**src/rtl/dmem_pkg.sv**
```systemverilog
// rtl/dmem_pkg.sv - shared mode constants, FSM states and sizing for the data-memory path
package dmem_pkg;

  localparam int unsigned MEM_BYTES_DEFAULT = 512;

  localparam logic [2:0] MODE_BS = 3'b000;
  localparam logic [2:0] MODE_HS = 3'b001;
  localparam logic [2:0] MODE_W  = 3'b010;
  localparam logic [2:0] MODE_BU = 3'b011;
  localparam logic [2:0] MODE_HU = 3'b100;

  typedef enum logic [1:0] {
    IDLE,
    ACCESS,
    RESP
  } state_e;

endpackage

```
**src/rtl/dmem_access_check.sv**
```systemverilog
// rtl/dmem_access_check.sv - combinational mode/alignment/range legality check for one access
module dmem_access_check
  import dmem_pkg::*;
#(
  parameter int unsigned ADDR_W    = 32,
  parameter int unsigned MEM_BYTES = MEM_BYTES_DEFAULT
) (
  input  logic              we,
  input  logic [2:0]        mode,
  input  logic [ADDR_W-1:0] addr,
  output logic              err
);

  localparam logic [ADDR_W:0] LIMIT = (ADDR_W+1)'(MEM_BYTES);

  logic [2:0]      span_m1;
  logic            misaligned;
  logic            bad_mode;
  logic [ADDR_W:0] last_byte;

  always_comb begin
    span_m1    = 3'd0;
    misaligned = 1'b0;
    bad_mode   = (mode > MODE_HU);
    if (we) begin
      // The memory always writes a full word on a store, whatever the mode.
      span_m1    = 3'd3;
      misaligned = |addr[1:0];
    end else begin
      case (mode)
        MODE_HS, MODE_HU: begin
          span_m1    = 3'd1;
          misaligned = addr[0];
        end
        MODE_W: begin
          span_m1    = 3'd3;
          misaligned = |addr[1:0];
        end
        default: begin
          span_m1    = 3'd0;
          misaligned = 1'b0;
        end
      endcase
    end
    // One extra bit so a high address cannot wrap back into range.
    last_byte = {1'b0, addr} + (ADDR_W+1)'(span_m1);
    err       = bad_mode | misaligned | (last_byte >= LIMIT);
  end

endmodule

```
**src/rtl/dmem_arbiter.sv**
```systemverilog
// rtl/dmem_arbiter.sv - round-robin two-port arbiter and one-cycle sequencer for the data memory
module dmem_arbiter
  import dmem_pkg::*;
#(
  parameter int unsigned MEM_BYTES = MEM_BYTES_DEFAULT,
  parameter int unsigned ADDR_W    = 32
) (
  input  logic              clk,
  input  logic              rst,
  input  logic              req0,
  input  logic              req1,
  input  logic              we0,
  input  logic              we1,
  input  logic [2:0]        mode0,
  input  logic [2:0]        mode1,
  input  logic [ADDR_W-1:0] addr0,
  input  logic [ADDR_W-1:0] addr1,
  input  logic [31:0]       wdata0,
  input  logic [31:0]       wdata1,
  output logic              gnt0,
  output logic              gnt1,
  output logic              done0,
  output logic              done1,
  output logic              err0,
  output logic              err1,
  output logic [31:0]       rdata,
  output logic              mem_we,
  output logic [2:0]        mem_mode,
  output logic [ADDR_W-1:0] mem_addr,
  output logic [31:0]       mem_wdata,
  input  logic [31:0]       mem_rdata
);

  state_e            state_q, state_d;
  logic              last_q, last_d;
  logic              owner_q;
  logic              we_q;
  logic [2:0]        mode_q;
  logic [ADDR_W-1:0] addr_q;
  logic [31:0]       wdata_q;
  logic              err_q;
  logic [31:0]       rdata_q;

  logic              any_req;
  logic              win;
  logic              sel_we;
  logic [2:0]        sel_mode;
  logic [ADDR_W-1:0] sel_addr;
  logic [31:0]       sel_wdata;
  logic              chk_err;

  assign any_req   = req0 | req1;
  // last_q names the port granted last; on a tie the other port wins.
  assign win       = (req0 & req1) ? ~last_q : req1;
  assign sel_we    = win ? we1    : we0;
  assign sel_mode  = win ? mode1  : mode0;
  assign sel_addr  = win ? addr1  : addr0;
  assign sel_wdata = win ? wdata1 : wdata0;

  dmem_access_check #(
    .ADDR_W   (ADDR_W),
    .MEM_BYTES(MEM_BYTES)
  ) u_check (
    .we  (sel_we),
    .mode(sel_mode),
    .addr(sel_addr),
    .err (chk_err)
  );

  always_comb begin
    state_d   = state_q;
    last_d    = last_q;
    gnt0      = 1'b0;
    gnt1      = 1'b0;
    done0     = 1'b0;
    done1     = 1'b0;
    err0      = 1'b0;
    err1      = 1'b0;
    mem_we    = 1'b0;
    mem_mode  = MODE_W;
    mem_addr  = '0;
    mem_wdata = '0;
    case (state_q)
      IDLE: begin
        if (any_req && rst) begin
          gnt0    = ~win;
          gnt1    = win;
          state_d = chk_err ? RESP : ACCESS;
        end
      end
      ACCESS: begin
        mem_we    = we_q;
        mem_mode  = mode_q;
        mem_addr  = addr_q;
        mem_wdata = wdata_q;
        state_d   = RESP;
      end
      RESP: begin
        done0   = ~owner_q;
        done1   = owner_q;
        err0    = ~owner_q & err_q;
        err1    = owner_q & err_q;
        last_d  = owner_q;
        state_d = IDLE;
      end
      default: state_d = IDLE;
    endcase
  end

  always_ff @(posedge clk or negedge rst) begin
    if (!rst) begin
      state_q <= IDLE;
      last_q  <= 1'b1;
      owner_q <= 1'b0;
      we_q    <= 1'b0;
      mode_q  <= MODE_W;
      addr_q  <= '0;
      wdata_q <= '0;
      err_q   <= 1'b0;
      rdata_q <= '0;
    end else begin
      state_q <= state_d;
      last_q  <= last_d;
      if (state_q == IDLE && any_req) begin
        owner_q <= win;
        we_q    <= sel_we;
        mode_q  <= sel_mode;
        addr_q  <= sel_addr;
        wdata_q <= sel_wdata;
        err_q   <= chk_err;
        rdata_q <= '0;
      end
      if (state_q == ACCESS) begin
        rdata_q <= we_q ? 32'h0 : mem_rdata;
      end
    end
  end

  assign rdata = rdata_q;

endmodule

```
**config.mk**
```make
export PLATFORM = sky130hd
export DESIGN_NAME = dmem_arbiter
export DESIGN_NICKNAME = d
export VERILOG_FILES = /design/src/rtl/dmem_pkg.sv /design/src/rtl/dmem_access_check.sv /design/src/rtl/dmem_arbiter.sv
export SDC_FILE = /design/constraint.sdc
export NUM_CORES = 1
export LEC_CHECK = 0
export ABC_AREA = 1
export BUFFER_PORTS_ARGS = -buffer_cell sky130_fd_sc_hd__buf_2
export CAP_MARGIN = 5
export CORE_MARGIN = 2
export CORE_UTILIZATION = 45
export DETAILED_ROUTE_END_ITERATION = 8
export GPL_ROUTABILITY_DRIVEN = 0
export PLACE_DENSITY = 0.87
export SLEW_MARGIN = 20
export SYNTH_ARGS = -nofsm -noshare
export SYNTH_HDL_FRONTEND = slang
export SYNTH_SLANG_ARGS = --single-unit
```
**constraint.sdc**
```tcl
create_clock -name clk -period 3.3 [get_ports clk]
set_input_delay 0.33 -clock clk [delete_from_list [all_inputs] [get_ports clk]]
set_output_delay 0.33 -clock clk [all_outputs]
set_load 0.03 [all_outputs]
```
==> reports/metrics.yaml <==
sta:
  rsz0062_at_grt: "true"
  fin_crit_sh_pct: 96.8
  final-max-slew-violation-count: 0
  slew-limit-headroom_pct: 43.5
  finalWorstSetupSlack_ns: 0.106
  min_period_ns: 3.19
  clock.fmax_mhz: 313
  fin_worst_skew_ns: 0.0117
  hold_violations: 0
  setup_violations: 0
  tightest_slew_ns: 0.848
setup_path:
  cp_slowest_cell: "dfstp_2"
  crit_type: "flip-flop to flip-flop"
  worstSetupStartpointType: "flip-flop"
  path_common_cell: "nand2_1"
  cpPeakStageDelay_ns: 0.58
  cp_data_arrival_time_ns: 3.41
  crit_fanout: 7
  cp.required_ns: 3.52
  path_cells: "nand2_8, buf_4, nand3_2, nand2_4, nand2_2, nand3_2, nand2_2, ha_4, inv_2, fa_2, inv_2, nand2_4, nor2_4, nand2_4, nor2_4, nand2_1, nand2_2, nand2_1, nor2_1, nand3_1, nor2_2, nand2_1, nand2_1, nand2_1"
  end_kind: "flip-flop"
  reg2reg_slack_ns: 0.11
power_and_ir_drop:
  switching_share_pct: 34.2
  clkPwrFrac_pct: 29.2
  p_per_area_nw_per_um2: 395
  intPower_mw: 2.32
  power_leakage_nw: 5.18
  switchingPower_mw: 1.21
  p_seq_share_pct: 42.4
  power_frac_comb_pct: 28.4
  peakVddDrop_uv: 243
  total_power_mw: 3.53
grt:
  grt-ovfl-total: 0
  track_usage_pct: 25.4
  grt_pass1_vias: 7059
  grt_pass1_wl_mm: 33.6
  antenna_found_initial: 0
  grt_max_degree: 90
layout:
  drive_above_1_share_pct: 29.4
  final_util_pct: 59.1
  antenna_cells: 0
  syn_to_final_growth_pct: 29.3
  finalNetCount: 1502
  fin_area_sq_um: 8960
clock_tree:
  clock_latency_ns: 0.34
  root_buffer: "clkbuf_16"
  cts_tree: "done"
  cts_made_buffers: 9
  cts.htree.levels: 3
  tritoncts_num_sinks: 105
  clk_path_buf_depth: 2
  clk_pin_slew_worst_paths_ns: 0.08
drt:
  ant_nets: 0
  routedWlPerCell_um: 14.3
  drc: 0
  drtIter0Drc: 657
  drtPass1Iterations: 6
  num_vias: 7876
  routed_wl_mm: 21.8
  vias_per_cell: 5.18
placed_design:
  post-place-ws_ns: -0.0395
  portBuffers: 277
  placed_area_sq_um: 8430
  hpwl_mm: 16.4
outcome:
  status: "finished, final reports clean"
synthesis:
  synth_edf_count: 0
  synth_ff_type: "dfrtp_1"
  avgSynthCellArea_sq_um: 6.51
  synthArstFlopShare_pct: 100
  yosysWarnings: 0
  syn_nets: 1240
  synth_cells: 1065
  synth_area_sq_um: 6930
  synthDistinctLibCells: 30
  ys_ff_latch: 105
  ys_seq_area_share_pct: 38.0
floorplan:
  fp.dieW_um: 128
  core_sq_um: 15100
  ios: 278
  rows: 45
  die_h_um: 128
  dieArea_sq_um: 16400
  start_util_pct: 45.7
job:
  maxCapViolCount: 0
min_path:
  hold_path_class: "input port to flip-flop"
-- critical path: cells and delay by family, from the launching register on --
kind	cells	cell delay (ns)
adder cells (fa/ha/maj)	2	0.50
flip-flops	1	0.58
AND/OR/NAND/NOR	19	1.71
buffers and inverters	3	0.28
-- power by group through the flow --
stage	Clock, mW	Sequential (mW)	Combinational, mW
floorplan	0	1.51	0.632
global placement	0	1.52	0.913
detailed placement	0	1.52	0.932
CTS	1.05	1.50	0.947
global route	1.11	1.52	1.13
finish	1.03	1.50	1.00
-- placed cells by master (no fill, tap or decap), types with 12 or more instances in the layout --
| master | count |
|---|---|
| buf_2 | 276 |
| buf_4 | 30 |
| dfrtp_1 | 103 |
| inv_1 | 120 |
| nand2_1 | 295 |
| nand2_2 | 18 |
| nand3_1 | 113 |
| nand3b_1 | 20 |
| nor2_1 | 153 |
| nor2_2 | 12 |
| o21ai_0 | 77 |
| o22ai_1 | 32 |
-- routing by layer --
metal	share of wire [%]	wire [um]	global-route usage [%]	vias up
met3	8.3	1800	4.55	69
met4	3.5	755	10.1	0
li1	-	-	-	3869
met1	41	8860	31.8	3538
met5	0	0	0	-
met2	48	10400	43.5	400
-- worst paths after layout --
| check | start | endpoint | cells after the start |
|---|---|---|---|
| max in group asynchronous | rst | rdata[2] | 3 |
| min | mem_rdata[8] | rdata[8] | 3 |
| max reg2reg | last_q | state_q[1] | 24 |
| min reg2reg | addr_q[6] | addr_q[6] | 2 |
| min in group asynchronous | rst | rdata[16] | 2 |
| max | last_q | state_q[1] | 24 |
-- cells by family (layout without fill, tap and decap cells) --
family | count (synthesis) | after routing | synth area share (%)
AND/OR/NAND/NOR | 646 | 647 | 40.3
buffers and inverters | 187 | 453 | 11.3
AO/OA/AOI/OAI | 120 | 120 | 9.28
flip-flops | 105 | 105 | 38.0
XOR/XNOR | 4 | 4 | 0.506
adder cells (fa/ha/maj) | 3 | 3 | 0.650
-- cell type report --
class,count,area [sq um]
fill,1400,6190
multi-input combinational,774,3680
sequential,105,2630
timing repair buffer,308,1640
inverter,129,485
clock buffer,10,239
tap,188,235
clock inverter,6,50.0
-- sequential cells by signal, summed over array words and instances, names as in the netlist --
signal,count
state_q,2
last_q,1
mode_q,3
owner_q,1
rdata,32
wdata_q,32
addr_q,32
err_q,1
we_q,1
-- per-stage QoR --
stage,hold slack [ns],TNS [ns],std cells
after global routing,0.206,-0.321,1520
after detailed placement,0.341,-0.0728,1492
after global placement,0.340,0,1492
after CTS,0.202,0,1511
after floorplan,0.0344,0,1065
final,0.210,0,1520
-- cell usage after synthesis, drive strengths merged (2+ instances only) --
cell type  count  area, sq um
nand2        321         1250
nand3b        20          150
or2            2         12.5
nand4          6         37.5
clkbuf        40          150
ha             2         25.0
nor3           6         30.0
nor2         173          717
buf           18          150
dfstp          2         52.6
o21ai         82          410
inv          129          484
o22ai         32          200
xor2           4         35.0
dfrtp        103         2580
a21oi          5         25.0
nand3        117          586
-- what timing repair did --
item / 4_1_cts / 5_1_grt
pin swaps: 2 / 18
hold buffers: 1 / 0
hold endpoints to repair: 37 / 0
resized for setup: 9 / 30
buffers inserted: 2 / 8
gates cloned: 0 / 1
setup endpoints to repair: 3 / 3
No activity file was read; power rests on OpenSTA's default activity.
